$ cat src/rtl/ex_pkg.sv
// Shared constants for the execute stage: R-type function codes, mul/div
// sequencer states and iteration count.
package ex_pkg;
    localparam int MD_ITER = 32;

    localparam logic [5:0] FN_SLL   = 6'h00;
    localparam logic [5:0] FN_SRL   = 6'h02;
    localparam logic [5:0] FN_SRA   = 6'h03;
    localparam logic [5:0] FN_MFHI  = 6'h10;
    localparam logic [5:0] FN_MTHI  = 6'h11;
    localparam logic [5:0] FN_MFLO  = 6'h12;
    localparam logic [5:0] FN_MTLO  = 6'h13;
    localparam logic [5:0] FN_MULT  = 6'h18;
    localparam logic [5:0] FN_MULTU = 6'h19;
    localparam logic [5:0] FN_DIV   = 6'h1A;
    localparam logic [5:0] FN_DIVU  = 6'h1B;
    localparam logic [5:0] FN_ADD   = 6'h20;
    localparam logic [5:0] FN_ADDU  = 6'h21;
    localparam logic [5:0] FN_SUB   = 6'h22;
    localparam logic [5:0] FN_SUBU  = 6'h23;
    localparam logic [5:0] FN_AND   = 6'h24;
    localparam logic [5:0] FN_OR    = 6'h25;
    localparam logic [5:0] FN_XOR   = 6'h26;
    localparam logic [5:0] FN_NOR   = 6'h27;
    localparam logic [5:0] FN_SLT   = 6'h2A;
    localparam logic [5:0] FN_SLTU  = 6'h2B;

    typedef enum logic [1:0] {ST_IDLE, ST_MUL, ST_DIV} state_t;

    // MULT/MULTU/DIV/DIVU occupy 0x18..0x1B; the low two bits select the op.
    function automatic logic is_md(input logic [5:0] f);
        return f[5:2] == 4'b0110;
    endfunction
endpackage

$ cat src/rtl/md_unit.sv
// Iterative multiply/divide on operand magnitudes, one step per negedge.
// done is high during the last step; hi/lo are valid while done is high.
module md_unit
    import ex_pkg::*;
#(
    parameter int WIDTH = MD_ITER
) (
    input  logic             clk,
    input  logic             rst,
    input  logic             start,
    input  logic [1:0]       op,
    input  logic [WIDTH-1:0] a,
    input  logic [WIDTH-1:0] b,
    output logic             busy,
    output logic             done,
    output logic [WIDTH-1:0] hi,
    output logic [WIDTH-1:0] lo
);
    localparam int CW = $clog2(WIDTH);

    state_t           state;
    logic [CW-1:0]    count;
    logic [2*WIDTH-1:0] acc;
    logic [WIDTH:0]   rem;
    logic [WIDTH-1:0] opnd, raw_a;
    logic             neg_q, neg_r, div0;

    // op[0]=1 selects the unsigned variant, op[1]=1 selects divide
    logic             a_neg, b_neg;
    logic [WIDTH-1:0] mag_a, mag_b;
    assign a_neg = ~op[0] & a[WIDTH-1];
    assign b_neg = ~op[0] & b[WIDTH-1];
    assign mag_a = a_neg ? -a : a;
    assign mag_b = b_neg ? -b : b;

    // Shift-add step: acc = {partial product, remaining multiplier bits}
    logic [WIDTH:0]     msum;
    logic [2*WIDTH-1:0] mul_next;
    assign msum     = {1'b0, acc[2*WIDTH-1:WIDTH]} + (acc[0] ? {1'b0, opnd} : '0);
    assign mul_next = {msum, acc[WIDTH-1:1]};

    // Restoring step: dividend bits shift out of acc low half, quotient bits shift in
    logic [WIDTH:0]   r_sh, rem_next;
    logic [WIDTH+1:0] diff;
    logic [WIDTH-1:0] quo_next;
    assign r_sh     = {rem[WIDTH-1:0], acc[WIDTH-1]};
    assign diff     = {1'b0, r_sh} - {2'b0, opnd};
    assign rem_next = diff[WIDTH+1] ? r_sh : diff[WIDTH:0];
    assign quo_next = {acc[WIDTH-2:0], ~diff[WIDTH+1]};

    assign busy = (state != ST_IDLE);
    assign done = busy && (count == CW'(WIDTH-1));

    always_comb begin
        hi = '0;
        lo = '0;
        if (state == ST_MUL) begin
            {hi, lo} = neg_q ? -mul_next : mul_next;
        end else if (div0) begin
            hi = raw_a;
            lo = '1;
        end else begin
            hi = neg_r ? -rem_next[WIDTH-1:0] : rem_next[WIDTH-1:0];
            lo = neg_q ? -quo_next : quo_next;
        end
    end

    always_ff @(negedge clk) begin
        if (rst) begin
            state <= ST_IDLE;
            count <= '0;
            acc   <= '0;
            rem   <= '0;
            opnd  <= '0;
            raw_a <= '0;
            neg_q <= 1'b0;
            neg_r <= 1'b0;
            div0  <= 1'b0;
        end else if (state == ST_IDLE) begin
            if (start) begin
                state <= op[1] ? ST_DIV : ST_MUL;
                count <= '0;
                acc   <= {{WIDTH{1'b0}}, (op[1] ? mag_a : mag_b)};
                opnd  <= op[1] ? mag_b : mag_a;
                rem   <= '0;
                raw_a <= a;
                neg_q <= a_neg ^ b_neg;
                neg_r <= a_neg;
                div0  <= op[1] && (b == '0);
            end
        end else begin
            count <= count + 1'b1;
            if (state == ST_MUL) begin
                acc <= mul_next;
            end else begin
                acc[WIDTH-1:0] <= quo_next;
                rem            <= rem_next;
            end
            if (done) state <= ST_IDLE;
        end
    end
endmodule

$ cat src/rtl/ex_stage.sv
// MIPS execute stage: single-cycle R-type ALU, HI/LO registers and an
// iterative mul/div that stalls upstream while it runs.
module ex_stage
    import ex_pkg::*;
#(
    parameter int WIDTH = MD_ITER
) (
    input  logic             Clk,
    input  logic             Rst,
    input  logic             E_valid,
    input  logic [WIDTH-1:0] E_busA,
    input  logic [WIDTH-1:0] E_busB,
    input  logic [5:0]       E_func,
    input  logic [15:0]      E_immd,
    input  logic [4:0]       E_Rd,
    output logic [WIDTH-1:0] M_ALUout,
    output logic [4:0]       M_Rd,
    output logic             M_RegWr,
    output logic             M_Ovf,
    output logic             Stall
);
    logic [WIDTH-1:0] hi, lo, md_hi, md_lo;
    logic             md_busy, md_done, md_start;

    assign md_start = E_valid && !md_busy && is_md(E_func);
    assign Stall    = md_busy;

    md_unit #(.WIDTH(WIDTH)) u_md (
        .clk  (Clk),
        .rst  (Rst),
        .start(md_start),
        .op   (E_func[1:0]),
        .a    (E_busA),
        .b    (E_busB),
        .busy (md_busy),
        .done (md_done),
        .hi   (md_hi),
        .lo   (md_lo)
    );

    logic [4:0]       shamt;
    logic [WIDTH-1:0] sum, dif, res;
    logic             wr, ovf;
    assign shamt = E_immd[10:6];
    assign sum   = E_busA + E_busB;
    assign dif   = E_busA - E_busB;

    always_comb begin
        res = '0;
        wr  = 1'b0;
        ovf = 1'b0;
        if (E_valid) begin
            wr = 1'b1;
            case (E_func)
                FN_SLL:  res = E_busB << shamt;
                FN_SRL:  res = E_busB >> shamt;
                FN_SRA:  res = $signed(E_busB) >>> shamt;
                FN_ADD: begin
                    res = sum;
                    ovf = (E_busA[WIDTH-1] == E_busB[WIDTH-1]) && (sum[WIDTH-1] != E_busA[WIDTH-1]);
                end
                FN_ADDU: res = sum;
                FN_SUB: begin
                    res = dif;
                    ovf = (E_busA[WIDTH-1] != E_busB[WIDTH-1]) && (dif[WIDTH-1] != E_busA[WIDTH-1]);
                end
                FN_SUBU: res = dif;
                FN_AND:  res = E_busA & E_busB;
                FN_OR:   res = E_busA | E_busB;
                FN_XOR:  res = E_busA ^ E_busB;
                FN_NOR:  res = ~(E_busA | E_busB);
                FN_SLT:  res = WIDTH'($signed(E_busA) < $signed(E_busB));
                FN_SLTU: res = WIDTH'(E_busA < E_busB);
                FN_MFHI: res = hi;
                FN_MFLO: res = lo;
                default: wr = 1'b0;  // MTHI/MTLO, mul/div issue and unknown codes
            endcase
            if (ovf) wr = 1'b0;
        end
    end

    always_ff @(negedge Clk) begin
        if (Rst) begin
            M_ALUout <= '0;
            M_Rd     <= '0;
            M_RegWr  <= 1'b0;
            M_Ovf    <= 1'b0;
            hi       <= '0;
            lo       <= '0;
        end else begin
            M_Rd <= E_Rd;
            if (md_busy) begin
                M_ALUout <= '0;
                M_RegWr  <= 1'b0;
                M_Ovf    <= 1'b0;
                if (md_done) begin
                    hi <= md_hi;
                    lo <= md_lo;
                end
            end else begin
                M_ALUout <= res;
                M_RegWr  <= wr;
                M_Ovf    <= ovf;
                if (E_valid && E_func == FN_MTHI) hi <= E_busA;
                if (E_valid && E_func == FN_MTLO) lo <= E_busA;
            end
        end
    end
endmodule
$ cat config.mk
export PLATFORM = sky130hd
export DESIGN_NAME = ex_stage
export DESIGN_NICKNAME = d
export VERILOG_FILES = /design/src/rtl/ex_pkg.sv /design/src/rtl/md_unit.sv /design/src/rtl/ex_stage.sv
export SDC_FILE = /design/constraint.sdc
export NUM_CORES = 2
export LEC_CHECK = 0
export CAP_MARGIN = 20
export CORE_UTILIZATION = 35
export CTS_CLUSTER_DIAMETER = 100
export CTS_CLUSTER_SIZE = 40
export DETAILED_ROUTE_END_ITERATION = 6
export PLACE_DENSITY = 0.56
export SYNTH_ARGS = -nofsm -noshare
export SYNTH_HDL_FRONTEND = slang
export SYNTH_SLANG_ARGS = --single-unit
$ cat constraint.sdc
create_clock -name Clk -period 5.96 [get_ports Clk]
set_clock_uncertainty 0.2 [all_clocks]
set_input_delay 1.49 -clock Clk [delete_from_list [all_inputs] [get_ports Clk]]
set_output_delay 1.49 -clock Clk [all_outputs]
set_load 0.05 [all_outputs]
* Word level (Yosys, flattened, before mapping)
Cells that the tools add are included.
Word-level totals: flip-flop bits (word level) 273, input port bits 94
Cells by class: add/subtract/negate cells 10, order comparisons 2, equal/unequal tests 26, shifts and indexed selects 3, multiplexer cells 36, bitwise operators 10, reductions and logical operators 28
Operators by type and width (count):
- 32-bit two-way mux | 23
- 32-bit one-hot mux with 13 select lines | 1
- 64-bit two-way mux | 3
- 32-bit negation | 4
- 32-bit less-than comparator | 2
- 64-bit negation | 1
- 6-bit == test, second input constant | 10
- 33-bit by 32-bit subtractor with 34-bit output | 1
- 32-bit by 33-bit adder with 33-bit output | 1
- 32-bit adder | 1
- 32-bit AND | 1
- 32-bit zero test | 1
- 32-bit inverter | 1
- 32-bit OR | 1
- 32-bit by 5-bit << shifter with 32-bit output | 1
- 32-bit by 5-bit >> shifter with 32-bit output | 1
- 32-bit by 5-bit >>> shifter with 32-bit output | 1
- 32-bit subtractor | 1
- 32-bit XOR | 1
- 6-bit by 5-bit == test with 1-bit output, second input constant | 4
- 15-bit OR reduction | 1
- 6-bit by 2-bit == test with 1-bit output, second input constant | 2
- 2-bit AND reduction | 6
- 5-bit two-way mux | 2
- other kinds (22) | 44

* Logic depth before layout (Yosys ltp)
word-level depth 8, gate-level depth with buffers 22

* By module
Synthesis repeated with hierarchy kept, for this count alone.
Unflattened totals: cells, all modules 4349, area total of the unflattened synthesis 30151.4 um2
Modules (own cells, without submodules):
- md_unit | instances 1, cells an instance 2471, area an instance 17006.3 um2, sequential area each 3403.3 um2
- ex_stage | instances 1, cells an instance 1878, area an instance 13145.1 um2, sequential area each 2062.0 um2

==> results.sh <==
export IMPL_synth_warning_count=0
export IMPL_power_density_nw_per_um2=180
export IMPL_synth_avg_cell_area_um2=6.93
export IMPL_placementRows=105
export IMPL_dieArea_um2=84200
export IMPL_drive_gt1_share_pct=31.3
export IMPL_grt_max_degree=82
export IMPL_final_nets=5485
export IMPL_whs_path_depth=2
export IMPL_wl_per_cell_um=23.7
export IMPL_ys_types=101
export IMPL_rsz0062_at_grt="yes"
export IMPL_crit_slowest_cell="fa_2"
export IMPL_drt_vias_per_instance=5.80
export IMPL_crit_fanout=4
export IMPL_clkSlewWorstSetupHoldPaths_ns=0.04
export IMPL_regToRegStartpoint="u_md.acc[0]$_SDFFE_NP0P_"
export IMPL_cp_endpoint="M_ALUout[0]$_SDFF_NP0_"
export IMPL_ys_ff_latch=273
export IMPL_yosysSeqAreaShare_pct=18.8
export IMPL_syn_area_um2=29100
export IMPL_antenna_left=0
export IMPL_syn_nets=4461
export IMPL_irDropWorstVdd_v=0.000194
export IMPL_r2r_end="hi[20]$_SDFFE_NP0P_"
export IMPL_status="finished, violations left"
export IMPL_cts_made_buffers=20
export IMPL_failed_checks="DRC, setup timing"
export IMPL_tritoncts="done"
export IMPL_setup_slack_ns=-1.09
export IMPL_cts_root_buffer_cell="clkbuf_16"
export IMPL_area_delta_synth_final_pct=49.9
export IMPL_wl_mm=149
export IMPL_clkLatencyLatePin_ns=0.69
export IMPL_crit_arrival_ns=4.40
export IMPL_grt_pass1_wl_mm=217
export IMPL_hp_class="reg2reg"
export IMPL_grt_usage_pct=33.6
export IMPL_min_delay_start="lo[9]$_SDFFE_NP0P_"
export IMPL_reg2regPathDepth=16
export IMPL_grt_pass1_vias=35000
export IMPL_criticalPathCategory="in2reg"
export IMPL_synth_edf_count=0
export IMPL_die_h_um=290
export IMPL_synth_ff_type="dfxtp_1"
export IMPL_rrSetupSlack_ns=0.52
export IMPL_cp_required_ns=3.31
export IMPL_tns_ns=-46.26
export IMPL_overflow=0
export IMPL_startpoint_type="input port"
export IMPL_slew_violations=0
export IMPL_drt_pre_antenna_iters=7
export IMPL_netlist_instances=4196
export IMPL_route_vias_total=36500
export IMPL_drt_initial_drc_count=3212
export IMPL_cpPeakStageDelay_ns=0.35
export IMPL_cts_htree_levels=1
export IMPL_tightest_slew_ns=1.07
export IMPL_critPathLaunch="E_busB[0]"
export IMPL_crit_path_end_kind="register"
export IMPL_antenna_found_initial=1
export IMPL_start_util_pct=35.4
export IMPL_hpwl_mm=115
export IMPL_pre_cts_slack_ns=-2.38
export IMPL_cts_sinks=273
export IMPL_hold_buffers=0
export IMPL_p_leak_nw=19.0
export IMPL_drc=3
export IMPL_top_level_ports=134
export IMPL_crit_chain="buf_8 -> buf_6 -> ha_4 -> fa_2 -> o21ba_4 -> o21ai_4 -> a21oi_4 -> o31ai_4 -> a21o_4 -> a2111o_1 -> nand3_4 -> a311oi_4 -> o21ai_2 -> buf_4 -> nand2_2 -> a31oi_1 -> o21ba_2"
export IMPL_utilization_pct=53.1
export IMPL_numPortBuffers=122
export IMPL_slew_headroom_pct=28.4
export IMPL_clock_path_buffers=3
export IMPL_core_area_um2=82100
export IMPL_drv_cap=0
export IMPL_setup_viol=86
export IMPL_die_x_um=290
export IMPL_gp_congestion=1.04
export IMPL_hold_viol_final=0
export IMPL_async_flop_share_pct=0
[layout by cell type (no fill, tap or decap), types with 24 or more instances in the layout]
cell / instances
buf_4: 828
nand2_1: 468
nor2_1: 417
inv_1: 405
a21oi_1: 337
dfxtp_1: 268
o21ai_0: 221
xnor2_1: 171
mux2i_1: 149
ha_1: 139
buf_6: 99
nand3_1: 87
nor3_1: 76
a21oi_2: 74
a31oi_1: 65
xor2_1: 64
o21ai_1: 61
o211ai_1: 56
buf_12: 48
a211oi_1: 46
o31ai_1: 38
o22ai_1: 38
a21o_1: 37
inv_2: 33
and3_1: 31
o21ai_2: 31
or3_1: 30
nor2b_1: 29
xnor2_2: 29
and2_1: 28
a222oi_1: 25
nand2b_1: 24
o221ai_2: 24
[routing by layer]
layer  vias up  global-route usage, %  share of wire [%]
li1      17100                      -                  -
met1     17600                   43.1                 42
met2      1505                   54.6                 46
met3       335                   4.72                6.4
met4         0                   17.8                5.7
met5         -                      0                  0
[how the worst min path moves through the flow]
stage / to / slack (ns)
after floorplan: u_md.raw_a[31]$_SDFFE_NP0P_ / 0.23
after global placement: u_md.raw_a[31]$_SDFFE_NP0P_ / 0.24
after detailed placement: u_md.raw_a[12]$_SDFFE_NP0P_ / 0.25
after CTS: u_md.raw_a[12]$_SDFFE_NP0P_ / 0.25
after global routing: lo[7]$_SDFFE_NP0P_ / 0.26
final: lo[9]$_SDFFE_NP0P_ / 0.25
[through the flow]
step | instance area (µm²) | total power, mW | std cells | hold WS (ns)
3_3_place_gp | 38100 | 5.21 | 5898 | 0.238
2_1_floorplan | 30600 | 3.84 | 4196 | 0.231
6_report | 43600 | 7.86 | 6305 | 0.253
3_5_place_dp | 38100 | 5.20 | 5898 | 0.248
5_1_grt | 43600 | 8.28 | 6305 | 0.265
4_1_cts | 42200 | 7.70 | 6273 | 0.253
[area by class of cell]
class,count,area [µm²]
Fill cell,8017,38500
Multi-Input combinational cell,3416,25000
Timing Repair Buffer,1058,9200
Sequential cell,273,5470
Clock inverter,289,1390
Tap cell,1070,1340
Inverter,178,711
Clock buffer,20,500
Antenna cell,1,2.50
[worst max-delay path, delay by kind of cell]
kind | cells | cell delay, ns
buffers and inverters | 3 | 0.35
adders and majority gates | 2 | 0.50
AOI/OAI and AO/OA | 10 | 1.88
and+or+nand+nor | 2 | 0.17
[cell usage after synthesis (34+ instances only)]
cell type	instances	share of area, %
o22ai_1	39	0.84
clkbuf_1	269	3.5
ha_1	167	7.2
and2_1	35	0.75
dfxtp_1	273	19
o21ai_0	296	5.1
buf_1	49	0.63
a211oi_1	73	1.9
a31oi_1	82	1.8
inv_1	172	2.2
and3_1	34	0.73
mux2i_1	164	5.6
nor2_1	452	5.8
xor2_1	64	1.9
nand2_1	490	6.3
xnor2_1	206	6.2
o31ai_1	46	1.2
a21o_1	38	0.98
nor3_1	93	1.6
nand3_1	96	1.7
a21oi_1	422	7.3
o211ai_1	56	1.4
[state kept, by name, summed over array words and instances, names as in the netlist, 2 cells and up]
name / flops
hi: 32
u_md.rem: 32
M_ALUout: 32
u_md.state: 2
u_md.acc: 64
M_Rd: 5
lo: 32
u_md.opnd: 32
u_md.count: 5
u_md.raw_a: 32
[cells by family after synthesis]
kind of cell               Yosys count  synth area share [%]
DFF                                273                  18.8
buffers and inverters              507                  6.63
adders and majority gates          171                  7.46
muxes                              191                  6.96
xor gates and xnor gates           270                  8.13
and+or+nand+nor                   1415                  22.2
AOI/OAI and AO/OA                 1369                  29.9
[where the power goes]
part	leakage, nW	switching (mW)	total (mW)	internal [mW]
Clock	1.86	1.54	2.55	1.01
Sequential	2.21	0.0363	1.90	1.86
Combinational	14.9	1.98	3.41	1.43
Total	19.0	3.55	7.86	4.30
[repair_timing]
item                       in CTS  in global routing
gates resized for setup       586                262
cloned                          4                  2
pin swaps                     241                206
setup endpoints to repair     269                142
buffers inserted               78                 49
Note: power is estimated with default switching activity, not from simulation.
